$ cat src/rtl/down_timer_pkg.sv
// Shared types and constants for the programmable down-counter/timer.
package down_timer_pkg;

  // Controller state; busy is simply "state is RUN".
  typedef enum logic [1:0] {
    ST_IDLE = 2'd0,
    ST_RUN  = 2'd1,
    ST_DONE = 2'd2
  } state_t;

  // Expire behaviour selected by the mode input.
  localparam logic MODE_ONESHOT  = 1'b0;
  localparam logic MODE_PERIODIC = 1'b1;

endpackage

$ cat src/rtl/down_timer_if.sv
// Control/status bundle between a timer client (master) and the timer (slave).
interface down_timer_if #(
  parameter int WIDTH   = 8,
  parameter int PRESC_W = 8
);
  logic               ena;
  logic               start;
  logic               stop;
  logic               load;
  logic [WIDTH-1:0]   load_val;
  logic               mode;
  logic [PRESC_W-1:0] presc_div;
  logic               clr;
  logic [WIDTH-1:0]   cnt;
  logic               tc;
  logic               busy;
  logic               done;

  modport master (
    output ena, start, stop, load, load_val, mode, presc_div, clr,
    input  cnt, tc, busy, done
  );

  modport slave (
    input  ena, start, stop, load, load_val, mode, presc_div, clr,
    output cnt, tc, busy, done
  );
endinterface

$ cat src/rtl/timer_prescaler.sv
// Clock-enable divider: one tick every presc_div+1 enabled cycles.
module timer_prescaler #(
  parameter int PRESC_W = 8
) (
  input  logic               clk,
  input  logic               rst_n,
  input  logic               run_en,
  input  logic               sync_clr,
  input  logic [PRESC_W-1:0] presc_div,
  output logic               tick
);

  localparam logic [PRESC_W-1:0] ONE = PRESC_W'(1);

  logic [PRESC_W-1:0] r_presc_cnt;

  assign tick = run_en && (r_presc_cnt == presc_div);

  // Phase counter: restarts on sync_clr or tick, advances only while enabled.
  always_ff @(posedge clk or negedge rst_n) begin
    if (!rst_n)        r_presc_cnt <= '0;
    else if (sync_clr) r_presc_cnt <= '0;
    else if (tick)     r_presc_cnt <= '0;
    else if (run_en)   r_presc_cnt <= r_presc_cnt + ONE;
  end

endmodule

$ cat src/rtl/down_timer.sv
// Programmable down-counter/timer: reload register, one-shot/periodic,
// prescaled tick, start/stop control, registered tc pulse, sticky done.
module down_timer
  import down_timer_pkg::*;
#(
  parameter int               WIDTH     = 8,
  parameter int               PRESC_W   = 8,
  parameter logic [WIDTH-1:0] RESET_VAL = '1
) (
  input  logic      clk,
  input  logic      rst_n,
  down_timer_if.slave s_if
);

  localparam logic [WIDTH-1:0] ONE = WIDTH'(1);

  state_t           r_state, w_state_nxt;
  logic             r_busy;
  logic [WIDTH-1:0] r_cnt, w_cnt_nxt;
  logic [WIDTH-1:0] r_reload, w_reload_nxt;
  logic             r_tc;
  logic             r_done;

  logic w_start_eff;
  logic w_evt;
  logic w_run_en;
  logic w_sync_clr;
  logic w_tick;
  logic w_expire;

  // stop overrides start; any control pulse steals that cycle's tick.
  assign w_start_eff = s_if.start & ~s_if.stop;
  assign w_evt       = s_if.start | s_if.stop | s_if.load;
  assign w_run_en    = (r_state == ST_RUN) & s_if.ena & ~w_evt;
  assign w_sync_clr  = s_if.load | w_start_eff;
  assign w_expire    = w_tick & (r_cnt == '0);

  timer_prescaler #(
    .PRESC_W (PRESC_W)
  ) u_presc (
    .clk       (clk),
    .rst_n     (rst_n),
    .run_en    (w_run_en),
    .sync_clr  (w_sync_clr),
    .presc_div (s_if.presc_div),
    .tick      (w_tick)
  );

  // State register; busy flop tracks the next state so it equals (state==RUN).
  always_ff @(posedge clk or negedge rst_n) begin
    if (!rst_n) begin
      r_state <= ST_IDLE;
      r_busy  <= 1'b0;
    end else begin
      r_state <= w_state_nxt;
      r_busy  <= (w_state_nxt == ST_RUN);
    end
  end

  // Next-state: stop wins everywhere, start (re)enters RUN, one-shot expire parks in DONE.
  always_comb begin
    w_state_nxt = r_state;
    unique case (r_state)
      ST_IDLE: begin
        if (w_start_eff) w_state_nxt = ST_RUN;
      end
      ST_RUN: begin
        if (s_if.stop)                                 w_state_nxt = ST_IDLE;
        else if (w_expire && s_if.mode == MODE_ONESHOT) w_state_nxt = ST_DONE;
      end
      ST_DONE: begin
        if (s_if.stop)        w_state_nxt = ST_IDLE;
        else if (s_if.start)  w_state_nxt = ST_RUN;
      end
      default: w_state_nxt = ST_IDLE;
    endcase
  end

  // Counter/reload next values: load > start > expire reload > tick decrement.
  always_comb begin
    w_cnt_nxt    = r_cnt;
    w_reload_nxt = r_reload;
    if (s_if.load) begin
      w_reload_nxt = s_if.load_val;
      w_cnt_nxt    = s_if.load_val;
    end else if (w_start_eff) begin
      w_cnt_nxt = r_reload;
    end else if (w_expire) begin
      if (s_if.mode == MODE_PERIODIC) w_cnt_nxt = r_reload;
    end else if (w_tick) begin
      w_cnt_nxt = r_cnt - ONE;
    end
  end

  // Datapath registers; done is sticky with set taking priority over clr.
  always_ff @(posedge clk or negedge rst_n) begin
    if (!rst_n) begin
      r_cnt    <= RESET_VAL;
      r_reload <= RESET_VAL;
      r_tc     <= 1'b0;
      r_done   <= 1'b0;
    end else begin
      r_cnt    <= w_cnt_nxt;
      r_reload <= w_reload_nxt;
      r_tc     <= w_expire;
      if (w_expire)       r_done <= 1'b1;
      else if (s_if.clr)  r_done <= 1'b0;
    end
  end

  assign s_if.cnt  = r_cnt;
  assign s_if.tc   = r_tc;
  assign s_if.busy = r_busy;
  assign s_if.done = r_done;

endmodule

$ cat src/flat_wrapper.sv
// flat-port wrapper written by rule: the top's interface ports become plain ports
module down_timer_flat import down_timer_pkg::*;
#(
  parameter int               WIDTH     = 8,
  parameter int               PRESC_W   = 8,
  parameter logic [WIDTH-1:0] RESET_VAL = '1
)
  (clk, rst_n, s_if_ena, s_if_start, s_if_stop, s_if_load, s_if_load_val, s_if_mode, s_if_presc_div, s_if_clr, s_if_cnt, s_if_tc, s_if_busy, s_if_done);
  down_timer_if #(.WIDTH(WIDTH), .PRESC_W(PRESC_W)) s_if_i ();
  input  logic clk;
  input  logic rst_n;
  input wire logic [$bits(s_if_i.ena)-1:0] s_if_ena;
  input wire logic [$bits(s_if_i.start)-1:0] s_if_start;
  input wire logic [$bits(s_if_i.stop)-1:0] s_if_stop;
  input wire logic [$bits(s_if_i.load)-1:0] s_if_load;
  input wire logic [$bits(s_if_i.load_val)-1:0] s_if_load_val;
  input wire logic [$bits(s_if_i.mode)-1:0] s_if_mode;
  input wire logic [$bits(s_if_i.presc_div)-1:0] s_if_presc_div;
  input wire logic [$bits(s_if_i.clr)-1:0] s_if_clr;
  output wire logic [$bits(s_if_i.cnt)-1:0] s_if_cnt;
  output wire logic [$bits(s_if_i.tc)-1:0] s_if_tc;
  output wire logic [$bits(s_if_i.busy)-1:0] s_if_busy;
  output wire logic [$bits(s_if_i.done)-1:0] s_if_done;
  assign s_if_i.ena = s_if_ena;
  assign s_if_i.start = s_if_start;
  assign s_if_i.stop = s_if_stop;
  assign s_if_i.load = s_if_load;
  assign s_if_i.load_val = s_if_load_val;
  assign s_if_i.mode = s_if_mode;
  assign s_if_i.presc_div = s_if_presc_div;
  assign s_if_i.clr = s_if_clr;
  assign s_if_cnt = s_if_i.cnt;
  assign s_if_tc = s_if_i.tc;
  assign s_if_busy = s_if_i.busy;
  assign s_if_done = s_if_i.done;
  down_timer #(.WIDTH(WIDTH), .PRESC_W(PRESC_W), .RESET_VAL(RESET_VAL)) u_core (.clk(clk), .rst_n(rst_n), .s_if(s_if_i));
endmodule
$ cat config.mk
export PLATFORM = sky130hd
export DESIGN_NAME = down_timer_flat
export DESIGN_NICKNAME = d
export VERILOG_FILES = /design/src/rtl/down_timer_pkg.sv /design/src/rtl/down_timer_if.sv /design/src/rtl/timer_prescaler.sv /design/src/rtl/down_timer.sv /design/src/flat_wrapper.sv
export SDC_FILE = /design/constraint.sdc
export NUM_CORES = 1
export LEC_CHECK = 0
export ABC_AREA = 1
export CAP_MARGIN = 20
export CORE_ASPECT_RATIO = 0.75
export CORE_MARGIN = 3
export CORE_UTILIZATION = 55
export DETAILED_ROUTE_END_ITERATION = 6
export PLACE_DENSITY = 0.84
export SLEW_MARGIN = 20
export SYNTH_ARGS = -nofsm -noshare
export SYNTH_HDL_FRONTEND = slang
export SYNTH_HIERARCHICAL = 1
export SYNTH_SLANG_ARGS = --single-unit
export TNS_END_PERCENT = 20
$ cat constraint.sdc
create_clock -name clk -period 4.3 [get_ports clk]
set_input_delay 0.645 -clock clk [delete_from_list [all_inputs] [get_ports clk]]
set_output_delay 0.645 -clock clk [all_outputs]
set_load 0.02 [all_outputs]
==> results of run 1 <==
[cell usage in the layout, fill, tap and decap left out, types with 3 or more instances in the layout]
cell             netlist  routed
nand3_2                5       5
clkbuf_8               0       6
inv_2                  4       4
xor2_1                 7       7
clkdlybuf4s50_1        0      34
nand3_1               22      22
nor2_2                 5       5
o21ai_0                6       6
dfstp_2               16      16
nand2_4                3       3
nand2_1               82      82
nor2_4                 3       3
dfrtp_1               13      13
nor2_1                25      25
inv_1                 28      28
[stage by stage]
stage	instances	power, mW	cell area, µm²	utilization	setup slack [ns]
2_1_floorplan	239	0.451	1780	-	1.55
3_3_place_gp	310	0.527	2160	0.716	0.950
3_5_place_dp	310	0.531	2160	0.716	0.830
4_1_cts	318	0.822	2280	0.754	1.05
5_1_grt	318	0.861	2280	0.754	0.758
6_report	318	0.818	2280	0.754	1.01
[cell families (layout without fill, tap and decap cells)]
family	Yosys count	count (layout)	share of synthesized area
buffers and inverters	35	76	0.0781
DFF	29	29	0.419
xor gates and xnor gates	9	9	0.0443
AOI/OAI and AO/OA	14	14	0.0486
and+or+nand+nor	150	150	0.396
adders and majority gates	2	2	0.0141
[cell type report]
type,count,area (µm²)
well taps,38,47.5
fillers,249,742
repair buffers,36,355
inverters,32,120
multi-input cells,175,893
flip-flops and latches,29,746
clock inverters,1,30.0
clock buffers,7,86.3
[path summary, 6_finish.rpt]
path / cells after the start / from / to
worst max-delay path: 16 / s_if_load / u_core/s_if.cnt[6]$_DFFE_PN1P_
worst min register to register: 2 / u_core/r_reload[4]$_DFFE_PN1P_ / u_core/r_reload[4]$_DFFE_PN1P_
worst min-delay path: 2 / u_core/r_reload[4]$_DFFE_PN1P_ / u_core/r_reload[4]$_DFFE_PN1P_
worst max register to register: 15 / u_core/r_state[1]$_DFF_PN0_ / u_core/s_if.cnt[6]$_DFFE_PN1P_
max in group asynchronous: 2 / rst_n / u_core/r_reload[4]$_DFFE_PN1P_
min in group asynchronous: 1 / rst_n / u_core/s_if.tc$_DFF_PN0_
[state kept, by name, indices dropped and copies added, names as in the netlist]
signal                      cells
u_core/s_if.tc                  1
u_core/r_reload                 8
u_core/s_if.cnt                 8
u_core/r_state                  2
u_core/u_presc/r_presc_cnt      8
u_core/s_if.busy                1
u_core/s_if.done                1
[power by group]
part	leakage, nW	switching (mW)	internal (mW)
clock	0.0585	0.0997	0.189
combinational	0.701	0.109	0.0860
sequential	0.347	0.0236	0.311
total	1.11	0.232	0.586
[worst max-delay path, cell delays in order]
cell             delay, ns
clkdlybuf4s50_1       0.43
inv_1                 0.27
nand2_1               0.08
nor4_1                0.40
inv_2                 0.08
a21oi_1               0.18
nand2_1               0.07
nor2_1                0.12
nand3_2               0.13
inv_1                 0.14
nand2_1               0.16
o21bai_1              0.46
nand3_1               0.14
nand3_1               0.10
nand2_1               0.05
nand2_1               0.07
[per-layer routing]
metal,wire length [µm],GRT usage
met4,35,0.0563
met3,286,0.0764
met1,2040,0.315
met2,1760,0.313
met5,0,0
==> metrics.txt, run 1 <==
ratio of cells with drive above 1 in the final layout=0.179; synthesized flop and latch total=29; Routed WL per cell=13.0 µm; clock slew at reported path FFs=0.06 ns; hold_buf cts=0; Rel. slew slack=0.440; DR iter-0 viols=165; synthesized area=1780 µm²; DR DRC count=0; Syn. warnings=6; area delta synth->final=28.1%; vias in the first global route=1521; Num CTS Buffers=5; Fin. Hold Viols=0; TritonRoute pass-1 iters=4; clock skew=0.00717 ns; Area contributors post-synth=dfstp_2 (24%), dfrtp_1 (18%), nand2_1 (17%), nand3_1 (6.2%), inv_1 (5.9%); worst skew pair latency=0.28 ns; Req. time, crit path=4.52 ns; DR vias/cell=5.09; ys flop type=dfstp_2; I/O Buffers=34; synth unique cells=27; final antenna-violating net count=0; Post-Synthesis Cells=239; Total Wirelength=4120 µm; pin count of the biggest net entering global routing=19; Yosys top cell by area=dfstp_2; arrival time of the worst setup path=3.52 ns; final setup vio count=0; unrepaired setup endpoints after global routing=false; dpl hpwl=3070 µm; Nets=305; setup TNS=0 ns; Synth top area share=0.236; CTS tree=yes; setup bufs post-CTS=0; pwr dens=359 nW/µm²; Die ar.=3960 µm²; status=complete, no violations; core area=3020 µm²; crit path kind=input port to flip-flop; syn nets=265; Leak=1.11 nW; RD Place Congestion=0.881; Max Cap Viol=0; Vias=1618; Post-synth EDFFs=0; top cells by count, synth=nand2_1 (82), inv_1 (28), nor2_1 (25); number of gates resized after cts=0; min Tclk post-route=3.29 ns; ys async rst share=1.00; Clock Tree Root=clkbuf_8; Worst setup SP type=input port; Slew Viols, Final=0; Syn Area/Cell=7.44 µm²; worst-path maximum fanout=12; fin crit share=0.766; clock buffer depth=2; initial antenna violation count=0; global-route wire length before repair=6730 µm; Die Wd=71.7 µm; GRT Total Usage=0.219; # IOs=35; row cnt=17; Hold WS=0.462 ns; H-tree depth=2; sequential-to-total area share from yosys stat=0.419; Max Clk Rate=0.304 GHz; slack of the worst reg-to-reg path=1.60 ns; most common cell in the netlist=nand2_1; crit path capture type=flip-flop; worst-margin pin slew=0.837 ns; total global routing overflow=0; Hold Path Class=flip-flop to flip-flop; antenna diode count=0; Peak VDD IR=0.000234 V; die height=55.2 µm; clk sinks=29; initial core utilization=0.589
Note: power is estimated with default switching activity, not from simulation.
==> inputs of run 2 (changes only) <==
--- a/config.mk
+++ b/config.mk
@@ -9,9 +9,9 @@
 export CAP_MARGIN = 20
 export CORE_ASPECT_RATIO = 0.75
 export CORE_MARGIN = 3
-export CORE_UTILIZATION = 55
+export CORE_UTILIZATION = 51
 export DETAILED_ROUTE_END_ITERATION = 6
-export PLACE_DENSITY = 0.84
+export PLACE_DENSITY = 0.79
 export SLEW_MARGIN = 20
 export SYNTH_ARGS = -nofsm -noshare
 export SYNTH_HDL_FRONTEND = slang
==> constraint.sdc (replaced) <==
create_clock -name clk -period 3.2 [get_ports clk]
set_input_delay 0.48 -clock clk [delete_from_list [all_inputs] [get_ports clk]]
set_output_delay 0.48 -clock clk [all_outputs]
set_load 0.02 [all_outputs]
==> metrics.txt, run 2 (synthesized netlist as in run 1, its figures left out) <==
global-route wire length before repair=7060 µm (+4.9%); initial antenna violation count=0 (unchanged); worst hold endpoint=u_core/r_reload[5]$_DFFE_PN1P_; arrival time of the worst setup path=2.97 ns (-0.55 ns); Routed WL per cell=12.8 µm (-1.1%); Nets=306 (+0.33%); initial core utilization=0.569 (-0.0200); CTS tree=yes; area of the multi-input gates=900 µm² (+0.70%); Worst setup SP type=input port; Buf/Inv on CP=3 (-1); total global routing overflow=0 (unchanged); DR vias/cell=4.98 (-2.1%); setup TNS=0 ns (unchanged); Hold Path Class=flip-flop to flip-flop; dpl hpwl=3160 µm (+2.8%); I/O Buffers=34 (unchanged); GRT Total Usage=0.215 (-0.00385); worst-path maximum fanout=5 (-7); clock skew=0.00274 ns (-0.00443 ns); commonest cells after routing, fill and taps aside=nand2_1 (82), clkdlybuf4s50_1 (34), inv_1 (28); vias in the first global route=1594 (+4.8%); pin count of the biggest net entering global routing=30 (+11); R2R Path End=u_core/s_if.cnt[1]$_DFFE_PN1P_; RD Place Congestion=0.895 (+1.6%); total power=1.02 mW (+24%); min Tclk post-route=2.76 ns; pwr dens=448 nW/µm² (+25%); crit path kind=input port to flip-flop; worst-case reg-to-reg path depth=14 (-1); Slew Viols, Final=0 (unchanged); DR DRC count=0 (unchanged); Die ar.=4240 µm² (+7.1%); critical path's largest stage delay=0.48 ns (+0.02 ns); clock slew at reported path FFs=0.06 ns (about the same); Fill cells=269 (+8.0%); die height=57.1 µm (+3.4%); Leak=1.10 nW (-0.71%); Peak VDD IR=0.000293 V (+25%); Worst Hold Path Cells=2 (unchanged); M3 GR Usage=0.0599 (-0.0165); unrepaired setup endpoints after global routing=false; hold_buf cts=0 (unchanged); area delta synth->final=27.4%; status=complete, no violations; fin crit share=0.864; Max Cap Viol=0 (unchanged); worst skew pair latency=0.27 ns (about the same); Total Wirelength=4090 µm (-0.83%); CP Cell Sequence=clkdlybuf4s50_1 > nor4_2 > inv_2 > a21oi_1 > nand2_1 > nor2_1 > nand3_2 > inv_1 > nand2_1 > o21ai_0 > nand3_1 > nand3_2 > o21ai_2; core area=3130 µm² (+3.5%); worst-margin pin slew=0.419 ns (-0.418 ns); Vias=1589 (-1.8%); Fin. Hold Viols=0 (unchanged); commonest non-fill, non-tap cell in the layout=nand2_1; ratio of cells with drive above 1 in the final layout=0.181 (+0.00292); DR iter-0 viols=103 (-38%); CP top delay family=simple AND/OR/NAND/NOR gates; clk sinks=29 (unchanged); Num CTS Buffers=5 (unchanged); met1 Usage GRT=0.323 (+0.00825); clock buffer depth=2 (unchanged); final setup vio count=0 (unchanged); GR peak layer=met1; # IOs=35 (unchanged); Req. time, crit path=3.40 ns (-1.12 ns); H-tree depth=2 (unchanged); origin of the critical flop-to-flop path=u_core/r_state[1]$_DFF_PN0_; CP max stage cell=clkdlybuf4s50_1; worst min-delay path startpoint=u_core/r_reload[5]$_DFFE_PN1P_; antenna diode count=0 (unchanged); post-place instance area=2170 µm² (+0.35%); slack of the worst reg-to-reg path=0.69 ns (-0.91 ns); routing usage on met2=0.306 (-0.00727); row cnt=17 (unchanged); crit path capture type=flip-flop; Sequential Area=746 µm² (unchanged); TritonRoute pass-1 iters=5 (+1); Die Wd=74.2 µm (+3.5%); Design Area, Final=2270 µm² (-0.55%); Clock Tree Root=clkbuf_8; Rel. slew slack=0.718 (+0.278); Max Clk Rate=0.362 GHz; final antenna-violating net count=0 (unchanged)
-- run 2: changes by cell type in the layout (fill, tap and decap cells not counted), sizes merged --
cell    before  now
buf          2    3
bufinv       1    0
clkbuf       7    8
-- run 2: worst max-delay path by stage --
stage,cells after the start,startpoint,endpoint
5_1_grt,14,s_if_stop,u_core/s_if.cnt[5]$_DFFE_PN1P_
4_1_cts,14,s_if_stop,u_core/s_if.cnt[5]$_DFFE_PN1P_
3_3_place_gp,16,s_if_stop,u_core/s_if.cnt[7]$_DFFE_PN1P_
6_report,13,s_if_stop,u_core/s_if.cnt[1]$_DFFE_PN1P_
3_5_place_dp,13,s_if_stop,u_core/s_if.cnt[1]$_DFFE_PN1P_
2_1_floorplan,18,s_if_load,u_core/s_if.cnt[0]$_DFFE_PN1P_
-- run 2: what timing repair did --
action,in CTS,in global routing
buffers inserted,0,0
gates resized for setup,0,1
setup endpoints to repair,0,1
-- run 2: routing by layer --
| metal | wire [µm] | vias to the layer above |
|---|---|---|
| li1 | - | 822 |
| met1 | 2090 | 710 |
| met2 | 1690 | 55 |
| met3 | 286 | 2 |
| met4 | 18 | 0 |
| met5 | 0 | - |
-- run 2: tightest hold or removal path: stages, from the launching register on --
cell     delay, ns
dfstp_2       0.37
nand2_1       0.05
nand2_1       0.04
-- run 2: area by class of cell --
cell class                      instances  area share
Multi-Input combinational cell        175       0.397
Sequential cell                        29       0.329
Timing Repair Buffer                   37       0.160
Inverter                               32      0.0530
Clock buffer                            8      0.0398
Tap cell                               38      0.0210
-- run 2: through the flow --
step | hold WS [ns] | setup WS (ns) | std cells | utilization
6_report | 0.469 | 0.436 | 319 | 0.725
2_1_floorplan | 0.184 | 0.611 | 239 | -
4_1_cts | 0.473 | 0.378 | 319 | 0.723
5_1_grt | 0.493 | 0.139 | 319 | 0.725
3_3_place_gp | 0.451 | 0.231 | 311 | 0.694
3_5_place_dp | 0.463 | 0.109 | 311 | 0.694
-- run 2: power breakdown --
group	switching, mW	total, mW	internal [mW]
logic	0.145	0.262	0.117
clock network	0.129	0.304	0.175
registers	0.0319	0.450	0.418
total	0.306	1.02	0.710
==> inputs of run 3 (changes only) <==
--- a/config.mk
+++ b/config.mk
@@ -9,12 +9,11 @@
 export CAP_MARGIN = 20
 export CORE_ASPECT_RATIO = 0.75
 export CORE_MARGIN = 3
-export CORE_UTILIZATION = 51
+export CORE_UTILIZATION = 52
 export DETAILED_ROUTE_END_ITERATION = 6
-export PLACE_DENSITY = 0.79
+export PLACE_DENSITY = 0.8
 export SLEW_MARGIN = 20
 export SYNTH_ARGS = -nofsm -noshare
 export SYNTH_HDL_FRONTEND = slang
-export SYNTH_HIERARCHICAL = 1
 export SYNTH_SLANG_ARGS = --single-unit
 export TNS_END_PERCENT = 20
==> metrics.txt, run 3 <==
status=complete, no violations; Net Sw Power=0.334 mW (+9.1%); clock slew at reported path FFs=0.06 ns (about the same); CP Cell Sequence=clkdlybuf4s50_1 > inv_2 > nand4_4 > inv_2 > nor2_1 > inv_2 > o21ai_1 > o21a_1; syn nets=275 (+3.8%); setup TNS=0 ns (unchanged); area of the multi-input gates=965 µm² (+7.2%); die height=58.0 µm (+1.5%); Die Wd=75.3 µm (+1.5%); H-tree depth=2 (unchanged); Total Wirelength=4300 µm (+5.2%); dpl hpwl=3420 µm (+8.1%); worst-path maximum fanout=13 (+8); CP most frequent cell=inv_2; vias in the first global route=1622 (+1.8%); Max Clk Rate=0.464 GHz (+28%); total power=1.03 mW (+0.99%); worst hold endpoint=u_core.r_reload[5]$_DFFE_PN1P_; clock share of power=0.280 (-0.019); Worst setup SP type=input port; commonest non-fill, non-tap cell in the layout=nand2_1; Nets=315 (+2.9%); most common cell in the netlist=nand2_1; global-route wire length before repair=7340 µm (+4.0%); worst skew pair latency=0.28 ns (about the same); final antenna-violating net count=0 (unchanged); commonest cells after routing, fill and taps aside=nand2_1 (86), clkdlybuf4s50_1 (34), inv_1 (28); critical path's largest stage delay=0.73 ns (+0.25 ns); I/O Buffers=34 (unchanged); DR DRC count=0 (unchanged); initial antenna violation count=0 (unchanged); ys async rst share=1.00 (unchanged); Vias=1670 (+5.1%); row cnt=18 (+1); unrepaired setup endpoints after global routing=false; antenna diode count=0 (unchanged); clock skew=0.00274 ns (+0.00000219 ns); Synth top area share=0.224 (-0.0120); Sequential Area=746 µm² (unchanged); CTS tree=yes; pwr dens=437 nW/µm² (-2.5%); Syn Area/Cell=7.55 µm² (+1.5%); slack of the worst reg-to-reg path=1.50 ns (+0.81 ns); Routed WL per cell=13.1 µm (+2.0%); pin count of the biggest net entering global routing=30 (unchanged); crit path kind=input port to flip-flop; clk sinks=29 (unchanged); Worst Hold Path Cells=2 (unchanged); sequential-to-total area share from yosys stat=0.398 (-0.0213); top cells by count, synth=nand2_1 (86), inv_1 (28), nand3_1 (18); Clock Tree Root=clkbuf_8; setup bufs post-CTS=0 (unchanged); min Tclk post-route=2.15 ns (-0.611 ns); post-place instance area=2260 µm² (+4.3%); TritonRoute pass-1 iters=4 (-1); Design Area, Final=2350 µm² (+3.5%); share of power burned in combinational logic=0.284 (+0.026); Hold Path Class=flip-flop to flip-flop; total global routing overflow=0 (unchanged); Slew Viols, Final=0 (unchanged); DR vias/cell=5.08 (+1.9%); origin of the critical flop-to-flop path=u_core.s_if.cnt[0]$_DFFE_PN1P_; synthesized flop and latch total=29 (unchanged); ratio of cells with drive above 1 in the final layout=0.187 (+0.00536); Die ar.=4370 µm² (+3.0%); hold_buf cts=0 (unchanged); Post-synth EDFFs=0 (unchanged); fin crit share=0.673 (-0.191); initial core utilization=0.554 (-0.0142); Fin. Hold Viols=0 (unchanged); Flop pwr share=0.435 (-0.008); crit path capture type=flip-flop; final setup vio count=0 (unchanged); Syn. warnings=0 (-6); number of gates resized after cts=0 (unchanged); Worst Setup SP=s_if_load; synthesized area=1870 µm² (+5.3%); arrival time of the worst setup path=2.37 ns (-0.60 ns); GRT Total Usage=0.221 (+0.00648); Num CTS Buffers=5 (unchanged); clock buffer depth=2 (unchanged); Peak VDD IR=0.000326 V (+12%); area delta synth->final=25.3%; # IOs=35 (unchanged); Yosys top cell by area=dfstp_2; switch share=0.325 (+0.0241); Leak=1.17 nW (+6.4%); CP max stage cell=clkdlybuf4s50_1; worst min-delay path startpoint=u_core.r_reload[5]$_DFFE_PN1P_; Req. time, crit path=3.42 ns (+0.02 ns); synth unique cells=30 (+11%); ys flop type=dfstp_2; RD Place Congestion=0.930 (+4.0%); internal cell power=0.692 mW (-2.5%); DR iter-0 viols=122 (+18%); Post-Synthesis Cells=248 (+3.8%); Area contributors post-synth=dfstp_2 (22%), dfrtp_1 (17%), nand2_1 (17%), inv_1 (5.6%), nand3_1 (4.8%); worst-case reg-to-reg path depth=8 (-6); Rel. slew slack=0.694 (-0.0240); Fill cells=271 (+0.74%); worst-margin pin slew=0.457 ns (+0.0387 ns); R2R Path End=u_core.s_if.cnt[2]$_DFFE_PN1P_; core area=3380 µm² (+8.0%); Max Cap Viol=0 (unchanged)
run 3: changes by cell type after synthesis, moves of 4 or more:
| cell | before | now |
|---|---|---|
| inv_2 | 4 | 11 |
| nand2_1 | 82 | 86 |
| nand3_1 | 22 | 18 |
| nand4_1 | 1 | 5 |
| nor2_1 | 25 | 15 |
| nor2_2 | 5 | 1 |
| nor3_1 | 0 | 4 |
run 3: final cells by class:
cell class              count  area share
clock buffers               6      0.0309
clock inverters             2     0.00427
inverters                  40      0.0661
multi-input cells         177       0.411
flip-flops and latches     29       0.318
well taps                  40      0.0213
repair buffers             35       0.148
run 3: critical path, delay by kind of cell:
kind	cells	cell delay [ns]
compound gates	2	0.25
buf+inv	4	1.12
simple gates	2	0.52
run 3: worst max path at each step:
stage,to,cells after the start
finish,u_core.u_presc.r_presc_cnt[4]$_DFFE_PN0P_,8
global route,u_core.u_presc.r_presc_cnt[4]$_DFFE_PN0P_,8
CTS,u_core.u_presc.r_presc_cnt[4]$_DFFE_PN0P_,8
detailed placement,u_core.u_presc.r_presc_cnt[4]$_DFFE_PN0P_,8
global placement,u_core.s_if.cnt[2]$_DFFE_PN1P_,10
floorplan,u_core.s_if.cnt[0]$_DFFE_PN1P_,8
run 3: power by group through the flow:
stage / clock network, mW / logic (mW) / registers, mW
after floorplan: 0 / 0.151 / 0.473
after global placement: 0 / 0.290 / 0.451
after detailed placement: 0 / 0.291 / 0.451
after CTS: 0.293 / 0.292 / 0.446
after global routing: 0.315 / 0.324 / 0.451
final: 0.288 / 0.292 / 0.447
run 3: cell families (layout without fill, tap and decap cells):
kind of cell             after synthesis  after routing  synth area share
flip-flops                            29             29             0.398
XOR/XNOR                               6              6            0.0281
adder cells (fa/ha/maj)                3              3            0.0200
AO/OA/AOI/OAI                         22             22            0.0655
buffers and inverters                 42             83            0.0868
AND/OR/NAND/NOR                      146            146             0.401
run 3: per-stage QoR:
step	setup slack (ns)	hold slack, ns	std cells	util
floorplan	1.64	0.184	248	-
global placement	0.847	0.465	321	0.670
detailed placement	0.752	0.467	321	0.670
CTS	1.04	0.477	329	0.694
global route	0.778	0.503	329	0.694
finish	1.05	0.475	329	0.694
run 3: per-layer routing:
| layer | global-route usage | wire length (µm) | vias to the layer above |
|---|---|---|---|
| met5 | 0 | 0 | - |
| met2 | 0.299 | 1750 | 38 |
| li1 | - | - | 867 |
| met4 | 0.0748 | 59 | 0 |
| met1 | 0.345 | 2310 | 758 |
| met3 | 0.0503 | 182 | 7 |
